===== src/rtl/tetris_input_ctrl.sv =====
// Button conditioning and joystick auto-repeat for the tetris grid.
// Turns raw buttons and the stick ADC into single-cycle move commands.
module tetris_input_ctrl #(
  parameter int unsigned DEBOUNCE_CYC  = 500000,
  parameter int unsigned DAS_DELAY_CYC = 12500000,
  parameter int unsigned DAS_RATE_CYC  = 4000000,
  parameter int unsigned DROP_RATE_CYC = 2500000,
  parameter int unsigned ADC_RIGHT_ON  = 2179,
  parameter int unsigned ADC_LEFT_ON   = 1121,
  parameter int unsigned ADC_HYST      = 64
) (
  input  logic        clk,
  input  logic        reset_n,
  input  logic        s1_n,
  input  logic        s2_n,
  input  logic        joy_sel_n,
  input  logic [11:0] adc_value,
  input  logic        enable,
  output logic        move_left,
  output logic        move_right,
  output logic        move_down,
  output logic        rotate,
  output logic        pause,
  output logic        joy_active
);

  localparam int DBW = $clog2(DEBOUNCE_CYC + 1);
  localparam int DASMAX = (DAS_DELAY_CYC > DAS_RATE_CYC) ?
                          DAS_DELAY_CYC : DAS_RATE_CYC;
  localparam int DSW = $clog2(DASMAX + 1);
  localparam int DRW = $clog2(DROP_RATE_CYC + 1);

  localparam logic [DBW-1:0] DB_LAST   = DBW'(DEBOUNCE_CYC - 1);
  localparam logic [DSW-1:0] DLY_LD    = DSW'(DAS_DELAY_CYC - 1);
  localparam logic [DSW-1:0] RATE_LD   = DSW'(DAS_RATE_CYC - 1);
  localparam logic [DRW-1:0] DROP_LAST = DRW'(DROP_RATE_CYC - 1);
  localparam logic [11:0]    R_ON  = 12'(ADC_RIGHT_ON);
  localparam logic [11:0]    R_OFF = 12'(ADC_RIGHT_ON - ADC_HYST);
  localparam logic [11:0]    L_ON  = 12'(ADC_LEFT_ON);
  localparam logic [11:0]    L_OFF = 12'(ADC_LEFT_ON + ADC_HYST);

  typedef enum logic [1:0] {
    Z_NONE,
    Z_RIGHT,
    Z_LEFT
  } zone_e;

  typedef enum logic [1:0] {
    S_IDLE,
    S_DELAY,
    S_REPEAT
  } das_e;

  // bit 0 = s1 (rotate), bit 1 = s2 (drop), bit 2 = joy_sel (pause)
  logic [2:0]     raw_n;
  logic [2:0]     sync1_q, sync2_q;
  logic [2:0]     stab_q, prev_q;
  logic [DBW-1:0] db_q [3];
  logic [2:0]     press;

  assign raw_n = {joy_sel_n, s2_n, s1_n};
  assign press = prev_q & ~stab_q;

  always_ff @(posedge clk or negedge reset_n) begin
    if (!reset_n) begin
      sync1_q <= '1;
      sync2_q <= '1;
      stab_q  <= '1;
      prev_q  <= '1;
      for (int i = 0; i < 3; i++) db_q[i] <= '0;
    end else begin
      sync1_q <= raw_n;
      sync2_q <= sync1_q;
      prev_q  <= stab_q;
      for (int i = 0; i < 3; i++) begin
        if (sync2_q[i] == stab_q[i]) begin
          db_q[i] <= '0;
        end else if (db_q[i] == DB_LAST) begin
          stab_q[i] <= sync2_q[i];
          db_q[i]   <= '0;
        end else begin
          db_q[i] <= db_q[i] + 1'b1;
        end
      end
    end
  end

  logic           rotate_q, pause_q, down_q;
  logic [DRW-1:0] drop_q;

  always_ff @(posedge clk or negedge reset_n) begin
    if (!reset_n) begin
      rotate_q <= 1'b0;
      pause_q  <= 1'b0;
      down_q   <= 1'b0;
      drop_q   <= '0;
    end else begin
      rotate_q <= enable & press[0];
      pause_q  <= press[2];
      if (!enable || stab_q[1]) begin
        down_q <= 1'b0;
        drop_q <= '0;
      end else if (press[1] || drop_q == DROP_LAST) begin
        down_q <= 1'b1;
        drop_q <= '0;
      end else begin
        down_q <= 1'b0;
        drop_q <= drop_q + 1'b1;
      end
    end
  end

  zone_e zone_q, zone_d;
  logic  joy_q;

  // A full swing across the dead band jumps straight to the other side
  always_comb begin
    zone_d = zone_q;
    case (zone_q)
      Z_NONE: begin
        if (adc_value > R_ON)      zone_d = Z_RIGHT;
        else if (adc_value < L_ON) zone_d = Z_LEFT;
      end
      Z_RIGHT: begin
        if (adc_value < L_ON)       zone_d = Z_LEFT;
        else if (adc_value < R_OFF) zone_d = Z_NONE;
      end
      Z_LEFT: begin
        if (adc_value > R_ON)       zone_d = Z_RIGHT;
        else if (adc_value > L_OFF) zone_d = Z_NONE;
      end
      default: zone_d = Z_NONE;
    endcase
  end

  always_ff @(posedge clk or negedge reset_n) begin
    if (!reset_n) begin
      zone_q <= Z_NONE;
      joy_q  <= 1'b0;
    end else begin
      zone_q <= zone_d;
      joy_q  <= (zone_d != Z_NONE);
    end
  end

  das_e           das_q;
  logic           dir_left_q;
  logic [DSW-1:0] das_cnt_q;
  logic           left_q, right_q;
  logic           zl;

  assign zl = (zone_q == Z_LEFT);

  always_ff @(posedge clk or negedge reset_n) begin
    if (!reset_n) begin
      das_q      <= S_IDLE;
      dir_left_q <= 1'b0;
      das_cnt_q  <= '0;
      left_q     <= 1'b0;
      right_q    <= 1'b0;
    end else begin
      left_q  <= 1'b0;
      right_q <= 1'b0;
      if (!enable || zone_q == Z_NONE) begin
        das_q     <= S_IDLE;
        das_cnt_q <= '0;
      end else if (das_q == S_IDLE || zl != dir_left_q) begin
        left_q     <= zl;
        right_q    <= ~zl;
        dir_left_q <= zl;
        das_cnt_q  <= DLY_LD;
        das_q      <= S_DELAY;
      end else if (das_cnt_q == '0) begin
        left_q    <= zl;
        right_q   <= ~zl;
        das_cnt_q <= RATE_LD;
        das_q     <= S_REPEAT;
      end else begin
        das_cnt_q <= das_cnt_q - 1'b1;
      end
    end
  end

  assign move_left  = left_q;
  assign move_right = right_q;
  assign move_down  = down_q;
  assign rotate     = rotate_q;
  assign pause      = pause_q;
  assign joy_active = joy_q;

endmodule


===== config.mk =====
export PLATFORM = sky130hd
export DESIGN_NAME = tetris_input_ctrl
export DESIGN_NICKNAME = d
export VERILOG_FILES = /design/src/rtl/tetris_input_ctrl.sv
export SDC_FILE = /design/constraint.sdc
export NUM_CORES = 1
export LEC_CHECK = 0
export ABC_CLOCK_PERIOD_IN_PS = 3500
export CAP_MARGIN = 20
export CORE_AREA = 3 3 114 116
export CTS_BUF_LIST = sky130_fd_sc_hd__clkbuf_2
export DETAILED_ROUTE_END_ITERATION = 10
export DIE_AREA = 0 0 117 119
export HOLD_SLACK_MARGIN = 0.06
export PLACE_DENSITY = 0.66
export REMOVE_ABC_BUFFERS = 1
export SLEW_MARGIN = 20
export SYNTH_ARGS = -nofsm -noshare
export SYNTH_HDL_FRONTEND = slang
export SYNTH_SLANG_ARGS = --single-unit

===== constraint.sdc =====
create_clock -name clk -period 3.5 [get_ports clk]
set_clock_uncertainty 0.2 [all_clocks]
set_input_delay 0.7 -clock clk [delete_from_list [all_inputs] [get_ports clk]]
set_output_delay 0.7 -clock clk [all_outputs]
set_load 0.02 [all_outputs]

# Word-level counts from Yosys, hierarchy flattened
# Index checks and enable logic that the tools add are counted.
[totals] in_bits=18 regBits=126 output_inout_bits=6 elab_cells=90
[op_classes] n_eq_ne=10 order_cmp=4 n_reduce_logical=14 bitwise=8 n_addsub=5 n_mux=29
[op_table] cell="19-bit two-way mux" count=6
[op_table] cell="24-bit two-way mux" count=3
[op_table] cell="19-bit by 1-bit adder with 19-bit output (second input constant)" count=3
[op_table] cell="19-bit equality test (second input constant)" count=3
[op_table] cell="22-bit two-way mux" count=2
[op_table] cell="24-bit logical NOT" count=1
[op_table] cell="24-bit by 1-bit subtractor with 24-bit output (second input constant)" count=1
[op_table] cell="22-bit by 1-bit adder with 22-bit output (second input constant)" count=1
[op_table] cell="22-bit equality test (second input constant)" count=1
[op_table] cell="2-bit two-way mux" count=9
[op_table] cell="12-bit by 11-bit greater-than comparator with 1-bit output (second input constant)" count=1
[op_table] cell="12-bit greater-than comparator (second input constant)" count=1
[op_table] cell="12-bit by 11-bit less-than comparator with 1-bit output (second input constant)" count=1
[op_table] cell="12-bit less-than comparator (second input constant)" count=1
[op_table] cell="1-bit two-way mux" count=8
[op_table] cell="2-bit AND reduction" count=4
[op_table] cell="2-bit case mux with 3 select lines" count=1
[op_table] cell="1-bit inverter" count=5
[op_table] cell="2-bit logical NOT" count=2
[op_table] cell="1-bit logical OR" count=4
[op_table] cell="3-bit bitwise AND" count=1
[op_table] cell="1-bit equality test" count=3
[op_table] cell="3-bit inverter" count=1
[op_table] cell="3-bit nonzero test" count=1
[op_table] cell="6 further kinds" count=6

# Logic depth before layout (Yosys ltp)
# Gate-level depths: netlist of run 1.
[logic_depth] word_depth=5 depth_mapped=9 mapped_depth_nobuf=7

# Least setup slack after synthesis of run 1
# No wires, ideal clock.
[synth_timing] path_type="flip-flop to flip-flop" startpoint="reg das_cnt_q[18]" endpoint="reg das_cnt_q[1]" slack_ns=0.927 setup_ns=0.077 stages_incl_launch_ff=8 path_buffers=2 t_arrival_ns=2.296 required_ns=3.223 cell_sequence="dfrtp_1 -> or4_4 -> or3_4 -> or4_4 -> buf_6 -> and2_4 -> buf_6 -> a21oi_2"
[synth_via] elab_chain_len=4
[synth_rtl] element="start, declared" line="148" source="logic [DSW-1:0] das_cnt_q;"
[synth_rtl] element="start signal, assigned" line="179" source="das_cnt_q <= das_cnt_q - 1'b1;"
[synth_rtl] element="24-bit logical NOT" line="173" source="end else if (das_cnt_q == '0) begin"
[synth_rtl] element="24-bit two-way mux" line="173"
[synth_rtl] element="24-bit two-way mux" line="167" source="end else if (das_q == S_IDLE || zl != dir_left_q) begin"
[synth_rtl] element="24-bit two-way mux" line="164" source="if (!enable || zone_q == Z_NONE) begin"
# Every way passes these cells.
# A chain may end at the register's enable or synchronous reset.

# Worst setup path in the final report of run 1
[layout_timing] startpoint="reg das_cnt_q[10]" endpoint="reg left_q (netlist: move_left)"
[layout_via] elab_chain_len=4
[layout_rtl] element="24-bit logical NOT" line="173"
[layout_rtl] element="1-bit two-way mux" line="173"
[layout_rtl] element="1-bit two-way mux" line="167"
[layout_rtl] element="1-bit two-way mux" line="164"
[layout_rtl] element="end signal, assigned" line="168" source="left_q <= zl;"
[layout_rtl] element="end signal, assigned" line="174" source="left_q <= zl;"
[layout_rtl] element="end, declared" line="149" source="logic left_q, right_q;"
# Every way passes these cells.

==> reports/summary.txt, run 1 <==
Top FF cell, synth: dfrtp_1
max-cap violation count: 0
DRT Wirelength: 10.9 mm
Final HPWL DP: 7.39 mm
synth warn: 0
CP max-delay cell: or4_4
Min-Delay Path Class: reg -> reg
Synth Register Bits: 126
Via density: 5.44
CTS buffer count: 17
first drt pass iteration count: 5
Buf/Inv on CP: 0
critical path class: reg -> reg
first-pass GRT wire length: 19.7 mm
post-CTS sizing: 0
average wire per standard cell: 14.0 um
register area share after synthesis: 53.0%
via count: 4254
Die Y: 119 um
Most common cell on crit path: or4_4
Worst Max-Slew Pin Slew: 0.989 ns
Max Freq: 367 MHz
worst vdd ir: 0.000294 V
leading area contributor after synthesis: dfrtp_1
initial drt markers: 263
Detail Route Antenna Nets: 0
Yosys cell types: 47
GP Congestion: 0.836
top cells by area, synth: dfrtp_1 (48%), nor2_1 (7.0%), xor2_1 (6.7%)
clock slew at reported path FFs: 0.18 ns
Startpoint Class: register
share of post-route cells with drive strength above 1: 10.7%
Crit path depth: 5
ys async rst share: 100%
Final period util: 78.0%
hold-fix buffer count after cts: 1
EDFF count, synth: 0
Worst path top cell family by delay: simple AND/OR/NAND/NOR gates
Critical Path Fanout Max: 12
Final Util: 54.6%
# DRC: 0
fin. max-slew vios: 0
crit path capture type: register
Rows: 40
WP data required: 3.85 ns
Initial Util: 49.7%
Reg2Reg Depth: 5
Setup WS pre-CTS: 0.744 ns
CTS tree: yes
post-layout min period: 2.73 ns
Sink Count: 126
CTS Buffer Depth: 2
Root Driver: clkbuf_2
total grt overflow: 0
max incr delay on CP: 0.63 ns
leakage power: 2.72 nW
final worst setup slack: 0.772 ns
area of the multi-input gates: 2670 um2
placed cells: 749
setup bufs post-CTS: 0
fill cell count: 1074
setup TNS: 0 ns
Mapped Avg Cell Area: 10.1 um2
Reg area: 3170 um2
Syn-to-layout area delta: 9.70%
clk_lat worst skew: 0.63 ns
vias in the first global route: 4273
Layout Nets: 646
Power Density: 421 nW/um2
Tot GR Track Use: 17.5%
WP data arrival: 3.08 ns
Std-Cell Core Area: 12000 um2
IO Pins: 24
Post-Layout Cell Count: 782
H-tree depth: 4
Port Buffers: 23
cells along the critical path: or3_4 > or4_4 > or4_4 > and2_4 > nor3_1
Final Hold Violating Endpoints: 0
RSZ-0062 raised after global routing: no
DIE AREA: 13900 um2
status: finished, final reports clean
ANT cells: 0
Die W: 117 um
relative slew slack: 33.5%
antenna violations before repair: 0
top cell type's share of synthesized area: 47.7%
final setup fails: 0
cells after synthesis: 594
Hold Path Cell Cnt: 0
post-synthesis cell area: 5970 um2
pin count of the biggest net entering global routing: 127
==> metrics by stage <==
stage / power, W / hold WS [ns] / instance area, um2
after floorplan: 0.00184 / 0.145 / 5890
after global placement: 0.00196 / 0.145 / 6340
after detailed placement: 0.00197 / 0.149 / 6340
after CTS: 0.00280 / 0.155 / 6550
after global routing: 0.00292 / 0.139 / 6550
final: 0.00276 / 0.157 / 6550
==> layer usage <==
metal | wire [um] | up-vias | GRT usage, %
met2 | 5050 | 67 | 26.1
met1 | 5360 | 2083 | 24.7
met4 | 58 | 0 | 4.59
met5 | 0 | - | 0
met3 | 448 | 5 | 5.54
li1 | - | 2099 | -
==> state kept, by name (all words and copies together) (netlist names), 2 cells and up <==
register and cells:
stab_q 3, sync2_q 3, das_q 2, drop_q 22, sync1_q 3, das_cnt_q 24
db_q 57, zone_q 2, prev_q 3
==> cell families (layout without fill, tap and decap cells) <==
group	after synthesis	after routing	share of synthesized area [%]
simple gates	293	293	24.7
fa+ha+maj	6	6	1.26
xor+xnor	91	91	13.3
compound gates	43	43	4.86
buf+inv	32	73	2.26
flops	126	126	53.0
mux	3	3	0.565
==> worst paths after layout <==
check	to	slack, ns	start
setup / recovery	move_left	0.77	das_cnt_q[10]
hold / removal	sync2_q[1]	0.16	sync1_q[1]
setup reg to reg	move_left	0.77	das_cnt_q[10]
hold reg to reg	sync2_q[1]	0.16	sync1_q[1]
max in group asynchronous	db_q[7]	2.13	reset_n
min in group asynchronous	das_cnt_q[8]	0.51	reset_n
==> synthesized netlist by cell type, types with 3 or more instances <==
library cell  number
and3_1             3
dfstp_2           12
nand3_1           36
mux2_2             3
nor2_1           111
nand4_1           24
a21oi_2            8
clkbuf_1          13
o22ai_1            3
xnor2_1           45
xor2_1            46
nand2_1           36
and4_1             6
dfrtp_1          114
or4_1              3
ha_1               6
o21ai_0            5
inv_1             14
or2_2              6
nor3_1            23
nor4b_1            5
nor4_1            16
buf_1              3
a21oi_1           15
or4_4              3
nand2b_1           3
nor3b_1            3
==> final cells by class <==
type / instances / area share, %
Clock buffer: 21 / 1.60
Clock inverter: 11 / 1.53
Tap cell: 147 / 2.81
Timing Repair Buffer: 27 / 4.16
Multi-Input combinational cell: 436 / 40.8
Inverter: 14 / 0.802
Sequential cell: 126 / 48.3
==> power breakdown <==
group | internal (W) | total [W] | switching (W) | leakage (nW)
registers | 0.00151 | 0.00157 | 0.0000574 | 1.68
logic | 0.000154 | 0.000369 | 0.000215 | 0.892
clock network | 0.000323 | 0.000817 | 0.000494 | 0.141
==> placed cells by master, fill, tap and decap left out, types with 4 or more instances in the layout <==
cell / count
o21ai_0: 4
nand3_1: 36
dfstp_2: 12
ha_1: 6
nor4b_1: 5
clkdlybuf4s50_1: 22
nand2_1: 36
a21oi_2: 8
clkinv_1: 4
clkinv_2: 5
or2_2: 6
xor2_1: 46
a21oi_1: 15
inv_1: 14
and4_1: 6
nor2_1: 111
dfrtp_1: 114
nand4_1: 24
nor3_1: 23
xnor2_1: 45
nor4_1: 16
clkbuf_2: 21
==> worst reg2reg max path, stage by stage, from the launching register on <==
cell and delay, ns:
dfrtp_1 0.45, or3_4 0.41, or4_4 0.51, or4_4 0.63, and2_4 0.26, nor3_1 0.19
Note: power is estimated with default switching activity, not from simulation.
==> run 2, diff against run 1 <==
ABC_CLOCK_PERIOD_IN_PS = 2500   (was 3500)
PLACE_DENSITY = 0.69   (was 0.66)
clock period = 2.5 ns   (was 3.5 ns; I/O delays follow)
==> reports/summary.txt, run 2 (synthesized netlist as in run 1, its figures left out) <==
Detail Route Antenna Nets: 0
# DRC: 0
relative slew slack: 58.5%
clk_lat worst skew: 0.73 ns
Die Y: 119 um
Max Freq: 406 MHz
WP data arrival: 2.90 ns
fin. max-slew vios: 0
H-tree depth: 4
total grt overflow: 0
Syn-to-layout area delta: 13.1%
Tot GR Track Use: 18.1%
CP max-delay cell: or4_4
grt met2 use: 26.8%
Final period util: 98.4%
Setup WS pre-CTS: -0.0482 ns
vias in the first global route: 4399
final setup fails: 0
Worst Max-Slew Pin Slew: 0.618 ns
Most common cell on crit path: or4_4
status: finished, final reports clean
Min-Delay Path Class: reg -> reg
Sink Count: 126
first-pass GRT wire length: 20.0 mm
ANT cells: 0
worst vdd ir: 0.000620 V
Final HPWL DP: 7.68 mm
Via density: 5.48
gr busiest metal: met2
CTS tree: yes
Final Util: 56.3%
Die W: 117 um
final worst setup slack: 0.0391 ns
Std-Cell Core Area: 12000 um2
first drt pass iteration count: 5
Hold Worst Slack: 0.143 ns
max incr delay on CP: 0.54 ns
leakage power: 2.86 nW
DIE AREA: 13900 um2
GP Congestion: 0.847
Critical Path Fanout Max: 7
DRT Wirelength: 11.4 mm
via count: 4407
Root Driver: clkbuf_2
Top reg by flops: db_q
WP data required: 2.94 ns
critical path class: reg -> reg
IO Pins: 24
pin count of the biggest net entering global routing: 71
RSZ-0062 raised after global routing: yes
Rows: 40
most frequent cells in the layout: dfrtp_1 (114), nor2_1 (111), xor2_1 (46)
met1 global-route usage: 24.6%
crit path capture type: register
clock slew at reported path FFs: 0.19 ns
commonest non-fill, non-tap cell in the layout: dfrtp_1
met3 Use GR: 6.20%
antenna violations before repair: 0
max-cap violation count: 0
initial drt markers: 358
Final Hold Violating Endpoints: 0
Port Buffers: 23
CTS buffer count: 17
CTS Buffer Depth: 2
Initial Util: 49.7%
Layout Nets: 668
average wire per standard cell: 14.1 um
cells along the critical path: or4_4 > or3_4 > or4_4 > buf_6 > a21oi_2 > nor2_1
max FFs per register: 57
share of post-route cells with drive strength above 1: 14.0%
Regs by FF count: db_q x57, das_cnt_q x24, drop_q x22
post-layout min period: 2.46 ns
Startpoint Class: register
Power Density: 581 nW/um2
fill cell count: 1051
==> run 2: cell types whose count changed in the layout (fill, tap and decap cells not counted), moves of 2 or more <==
cell / previous run / this run
clkinv_2: 5 / 3
clkinv_4: 0 / 2
clkbuf_2: 21 / 17
a21oi_1: 15 / 13
clkinvlp_4: 0 / 6
a21oi_2: 8 / 10
dlymetal6s2s_1: 0 / 3
clkdlybuf4s50_1: 22 / 16
clkinv_1: 4 / 2
dlygate4sd2_1: 0 / 3
buf_4: 3 / 18
dlygate4sd3_1: 1 / 5
==> run 2: stage by stage <==
step | std cells | instance area, um2 | power, W | setup TNS (ns)
2_1_floorplan | 576 | 5890 | 0.00257 | -0.0808
3_3_place_gp | 764 | 6450 | 0.00278 | -0.0243
3_5_place_dp | 764 | 6450 | 0.00280 | -0.0561
4_1_cts | 804 | 6740 | 0.00396 | -0.0221
5_1_grt | 804 | 6760 | 0.00415 | -0.144
6_report | 804 | 6760 | 0.00392 | 0
==> run 2: final timing paths <==
path / from / end / slack, ns / cells past startpoint
setup / recovery: das_cnt_q[18] / das_cnt_q[10] / 0.04 / 6
hold / removal: sync1_q[1] / sync2_q[1] / 0.14 / 0
setup reg to reg: das_cnt_q[18] / das_cnt_q[10] / 0.04 / 6
hold reg to reg: sync1_q[1] / sync2_q[1] / 0.14 / 0
max in group asynchronous: reset_n / db_q[13] / 1.00 / 4
min in group asynchronous: reset_n / prev_q[2] / 0.61 / 3
==> run 2: cell type report <==
| cell class | count | area (um2) | area share [%] |
|---|---|---|---|
| Clock buffer | 17 | 85.1 | 1.26 |
| Clock inverter | 15 | 124 | 1.83 |
| Inverter | 14 | 52.6 | 0.778 |
| Multi-Input combinational cell | 437 | 2700 | 39.9 |
| Sequential cell | 126 | 3170 | 46.9 |
| Tap cell | 147 | 184 | 2.72 |
| Timing Repair Buffer | 48 | 445 | 6.59 |
==> run 2: critical path, delay by kind of cell (launching register included) <==
family / cells / cell delay, ns
DFF: 1 / 0.43
AOI/OAI and AO/OA: 1 / 0.13
and+or+nand+nor: 4 / 1.46
buffers and inverters: 1 / 0.16
==> run 2: repair_timing <==
action / in CTS / in global routing
pin swaps: 0 / 1
endpoints found under the hold margin: 118 / 0
resized for setup: 4 / 8
cloned: 1 / 0
hold buffers: 6 / 0
setup endpoints to repair: 11 / 17
buffers inserted: 1 / 0
==> run 2: power breakdown <==
group	switching, W	internal [W]
Clock	0.000791	0.000348
Sequential	0.0000815	0.00212
Combinational	0.000324	0.000259
Total	0.00120	0.00273
==> run 2: routing by layer <==
metal / vias to the layer above / wire length, um
li1: 2147 / -
met1: 2168 / 5520
met2: 78 / 5210
met3: 14 / 505
met4: 0 / 139
met5: - / 0
